### src/rtl/max_change_logger.sv
// rtl/max_change_logger.sv - timestamped change logger for a 2-bit running-maximum stream
module max_change_logger #(
   parameter int TS_W  = 8,
   parameter int DEPTH = 4
) (
   input  logic                      clk,
   input  logic                      rst,
   input  logic [1:0]                max_in,
   input  logic                      ovf_clr,
   output logic                      evt_valid,
   input  logic                      evt_ready,
   output logic [TS_W+1:0]           evt_data,
   output logic [$clog2(DEPTH):0]    count,
   output logic                      overflow
);

   localparam int AW = $clog2(DEPTH);
   localparam int CW = AW + 1;
   localparam int DW = TS_W + 2;

   logic [TS_W-1:0] ts_q, ts_d;
   logic [1:0]      prev_q, prev_d;
   logic [AW-1:0]   wr_ptr_q, wr_ptr_d;
   logic [AW-1:0]   rd_ptr_q, rd_ptr_d;
   logic [CW-1:0]   count_q, count_d;
   logic            overflow_q, overflow_d;
   logic [DW-1:0]   mem_q [DEPTH];
   logic [DW-1:0]   mem_d [DEPTH];

   logic push, pop, full, wr_en, drop;

   // Change detection, FIFO control and next-state computation.
   always_comb begin
      push       = (max_in != prev_q);
      pop        = (count_q != '0) && evt_ready;
      full       = (count_q == CW'(DEPTH));
      // When full, a same-edge pop frees the head slot, which is exactly where wr_ptr points.
      wr_en      = push && (!full || pop);
      drop       = push && full && !pop;

      ts_d       = ts_q + TS_W'(1);
      prev_d     = max_in;
      wr_ptr_d   = wr_en ? wr_ptr_q + AW'(1) : wr_ptr_q;
      rd_ptr_d   = pop ? rd_ptr_q + AW'(1) : rd_ptr_q;

      count_d    = count_q;
      case ({wr_en, pop})
         2'b10:   count_d = count_q + CW'(1);
         2'b01:   count_d = count_q - CW'(1);
         default: count_d = count_q;
      endcase

      // A drop on the same edge as a clear keeps the flag set.
      overflow_d = overflow_q;
      if (drop) begin
         overflow_d = 1'b1;
      end else if (ovf_clr) begin
         overflow_d = 1'b0;
      end

      for (int i = 0; i < DEPTH; i++) begin
         mem_d[i] = mem_q[i];
      end
      if (wr_en) begin
         mem_d[wr_ptr_q] = {max_in, ts_q};
      end
   end

   // State registers; storage is cleared too so evt_data reads zero out of reset.
   always_ff @(posedge clk or negedge rst) begin
      if (!rst) begin
         ts_q       <= '0;
         prev_q     <= '0;
         wr_ptr_q   <= '0;
         rd_ptr_q   <= '0;
         count_q    <= '0;
         overflow_q <= 1'b0;
         for (int i = 0; i < DEPTH; i++) begin
            mem_q[i] <= '0;
         end
      end else begin
         ts_q       <= ts_d;
         prev_q     <= prev_d;
         wr_ptr_q   <= wr_ptr_d;
         rd_ptr_q   <= rd_ptr_d;
         count_q    <= count_d;
         overflow_q <= overflow_d;
         for (int i = 0; i < DEPTH; i++) begin
            mem_q[i] <= mem_d[i];
         end
      end
   end

   // Outputs are registers or a register mux; nothing combinational from the inputs.
   always_comb begin
      evt_valid = (count_q != '0);
      evt_data  = mem_q[rd_ptr_q];
      count     = count_q;
      overflow  = overflow_q;
   end

endmodule

### config.mk
export PLATFORM = sky130hd
export DESIGN_NAME = max_change_logger
export DESIGN_NICKNAME = d
export VERILOG_FILES = /design/src/rtl/max_change_logger.sv
export SDC_FILE = /design/constraint.sdc
export NUM_CORES = 1
export LEC_CHECK = 0
export BUFFER_PORTS_ARGS = -buffer_cell sky130_fd_sc_hd__buf_2
export CAP_MARGIN = 10
export CORE_ASPECT_RATIO = 1.2
export CORE_UTILIZATION = 57
export CTS_BUF_LIST = sky130_fd_sc_hd__clkbuf_16
export DETAILED_ROUTE_END_ITERATION = 8
export GPL_TIMING_DRIVEN = 0
export HOLD_SLACK_MARGIN = 0.1
export PLACE_DENSITY = 0.76
export SYNTH_ARGS = -nofsm -noshare
export SYNTH_HDL_FRONTEND = slang
export SYNTH_SLANG_ARGS = --single-unit
### constraint.sdc
create_clock -name clk -period 3 [get_ports clk]
set_clock_uncertainty 0.1 [all_clocks]
set_input_delay 0.15 -clock clk [delete_from_list [all_inputs] [get_ports clk]]
set_output_delay 0.15 -clock clk [all_outputs]
set_load 0.02 [all_outputs]
==> flow_summary.yaml <==
timing:
  fmax_mhz: 400
  rsz0062_at_grt: "false"
  period_needed_ns: 2.50
  tns_ns: 0
  setup_viol: 0
  whs_ns: 0.135
  post-route-period-util_pct: 83.4
  setup_slack_ns: 0.499
  relSlewSlack_pct: 52.2
  worstMarginPinSlew_ns: 0.717
  hold_viol: 0
  slew_violations: 0
placed_design:
  dp_hpwl_mm: 3.15
  place_ws_ns: 0.486
  portBuffers: 20
  gp_congestion: 0.671
  dpl.cell_count: 238
  placed_area_um2: 2950
power_and_ir_drop:
  comb_power_share_pct: 39.2
  p_clk_share_pct: 28.2
  p_sw_uw: 1180
  p_seq_share_pct: 32.6
  p_sw_share_pct: 31.6
  cellPowerDensity_nw_per_um2: 1130
  cellLeakagePower_uw: 0.00158
  power.internal_uw: 2560
  ir_worst_vdd_v: 0.000713
clock_network:
  htree_levels: 3
  clkTransAtPathRegs_ns: 0.05
  cts_buffers: 9
  hold_buffers: 4
  tritoncts: "built"
  cts.repair.resized: 0
  cts_root_buffer: "clkbuf_16"
  cts.path.max_buffers: 2
  cts_sinks: 58
  post_cts_buffers: 0
  clk-insertion-delay-late_ns: 0.33
worst_setup_path:
  crit_path_end_kind: "flop"
  rr_worst_depth: 9
  rrSetupSlack_ns: 0.50
  r2r-start: "count[0]$_DFFE_PN0P_"
  start_kind: "flop"
  arrival_ns: 2.65
  path_class: "flop to flop"
  crit_path_start: "count[0]$_DFFE_PN0P_"
  path_max_fanout: 6
  crit_required_ns: 3.15
  r2r_end: "count[2]$_DFFE_PN0P_"
logic_synthesis:
  syn_avg_cell_area_um2: 17.4
  synth.mux.area_fraction_pct: 30.5
  ys_ff_latch: 58
  yosysUniqueCellTypes: 27
  yosysWarnings: 0
  synth_top_area_share_pct: 52.2
  syn_nets: 173
  syn_area_um2: 2780
  synth_adder_area_share_pct: 3.42
  synthSimpleGateAreaFrac_pct: 2.39
  synthXorXnorAreaFrac_pct: 5.76
  synthCells: 160
  synth.area.top_cells: "dfrtp_1, mux2_4, mux4_2"
  synth_compound_area_share_pct: 3.92
  synth_seq_area_share_pct: 52.2
  yosysTopAreaCell: "dfrtp_1"
  synth_top_family_by_area: "multiplexers"
detailed_routing:
  drc: 0
  vias: 1464
  post_drt_wl_per_cell_um: 18.8
  first_pass_iters: 4
  antenna_left: 0
  drtIter0Drc: 89
  via_per_inst: 5.67
  postRouteWirelength_mm: 4.86
global_route:
  grt_first_pass_wirelength_mm: 8.41
  grt_use_total_pct: 23.1
  grt_max_degree: 59
  antenna_found_initial: 0
  grt_overflow: 0
  grt_pass1_vias: 1649
hold_path:
  min-delay-start: "evt_ready"
  hold_path_depth: 3
  hp-class: "primary input to flop"
  hold-path-endpoint: "rd_ptr_q[0]$_DFFE_PN0P_"
floorplanning:
  die_h_um: 78.5
  core_um2: 4630
  die_w_um: 65.7
  initial_core_util_pct: 60.0
  dieArea_um2: 5160
  row_count: 27
  ioPinCount: 21
cells_and_area:
  nNetsFinal: 208
  layout-drive-gt1-share_pct: 47.5
  area.growth.synth_to_final_pct: 18.9
  diodes: 0
  final_area_um2: 3300
  fin_cells: 258
status:
  outcome: "complete, no violations"
run:
  drv_cap: 0
-- logic make-up (layout without fill, tap and decap cells) --
kind of cell             Yosys count  in the layout
flip-flops                        58             58
AND/OR/NAND/NOR                   11             11
multiplexers                      52             52
XOR/XNOR                          14             14
adder cells (fa/ha/maj)            7              7
AO/OA/AOI/OAI                      7              7
buffers and inverters             11             51
-- area by class of cell --
cell class | instances | area (µm²)
inverters | 7 | 26.3
plain buffers | 4 | 23.8
clock buffers | 9 | 225
multi-input cells | 91 | 1280
repair buffers | 24 | 143
fillers | 301 | 1320
well taps | 58 | 72.6
flip-flops and latches | 58 | 1450
clock inverters | 7 | 85.1
-- registers in the layout, summed over array words and instances, names as in the netlist --
register  cells
count         3
mem_q        40
overflow      1
prev_q        2
rd_ptr_q      2
ts_q          8
wr_ptr_q      2
-- worst max path at each step --
stage	depth (start not counted)	slack (ns)	endpoint
2_1_floorplan	9	0.57	count[2]$_DFFE_PN0P_
3_3_place_gp	9	0.56	count[2]$_DFFE_PN0P_
3_5_place_dp	9	0.49	count[2]$_DFFE_PN0P_
4_1_cts	9	0.47	count[2]$_DFFE_PN0P_
5_1_grt	9	0.34	count[2]$_DFFE_PN0P_
6_report	9	0.50	count[2]$_DFFE_PN0P_
-- worst max-delay path, cell delays in order, from the launching register on --
cell and delay (ns):
dfrtp_1 0.44, or4b_4 0.54, buf_6 0.16, o21ai_2 0.10, ha_1 0.23, inv_1 0.06
fa_1 0.37, xor2_1 0.15, nor2_1 0.12, xor2_1 0.16
-- cells in the mapped netlist --
| master | n |
|---|---|
| nand3_1 | 2 |
| mux2_4 | 40 |
| xor2_1 | 5 |
| mux2i_1 | 1 |
| inv_1 | 7 |
| nand2_1 | 2 |
| fa_1 | 1 |
| or3_1 | 1 |
| xnor2_1 | 7 |
| buf_1 | 1 |
| buf_2 | 1 |
| o211ai_4 | 4 |
| nor2_1 | 2 |
| mux2_2 | 1 |
| or4b_4 | 1 |
| ha_1 | 6 |
| and3_1 | 1 |
| mux4_2 | 10 |
| and4_1 | 1 |
| clkbuf_1 | 1 |
| o31a_1 | 1 |
| xor2_4 | 2 |
| nand4_1 | 1 |
| dfrtp_1 | 58 |
| buf_6 | 1 |
| o22ai_1 | 1 |
| o21ai_2 | 1 |
-- cells in the final DEF, fill, tap and decap left out, types with 4 or more instances in the layout --
cell	n
dfrtp_1	58
mux2_4	40
buf_2	20
mux4_2	10
clkbuf_16	9
inv_1	8
xnor2_1	7
ha_1	6
xor2_1	5
o211ai_4	4
dlygate4sd3_1	4
-- layer usage --
metal,routed length (µm),global-route usage (%),up-vias
met3,179,7.85,11
met2,2540,35.9,29
li1,-,-,644
met4,99,9.78,0
met5,0,0,-
met1,2040,29.2,780
-- per-stage QoR --
stage                     power, µW  utilization [%]
after CTS                      3770             71.3
after global routing           3920             71.4
after detailed placement       2700             63.8
after global placement         2620             63.8
after floorplan                2340                -
final                          3730             71.4
-- power groups by stage --
stage | clock, µW | sequential [µW] | combinational [µW]
3_3_place_gp | 0 | 1200 | 1430
6_report | 1050 | 1220 | 1470
4_1_cts | 1070 | 1220 | 1490
2_1_floorplan | 0 | 1200 | 1140
5_1_grt | 1100 | 1250 | 1570
3_5_place_dp | 0 | 1220 | 1470
No activity file was read; power rests on OpenSTA's default activity.
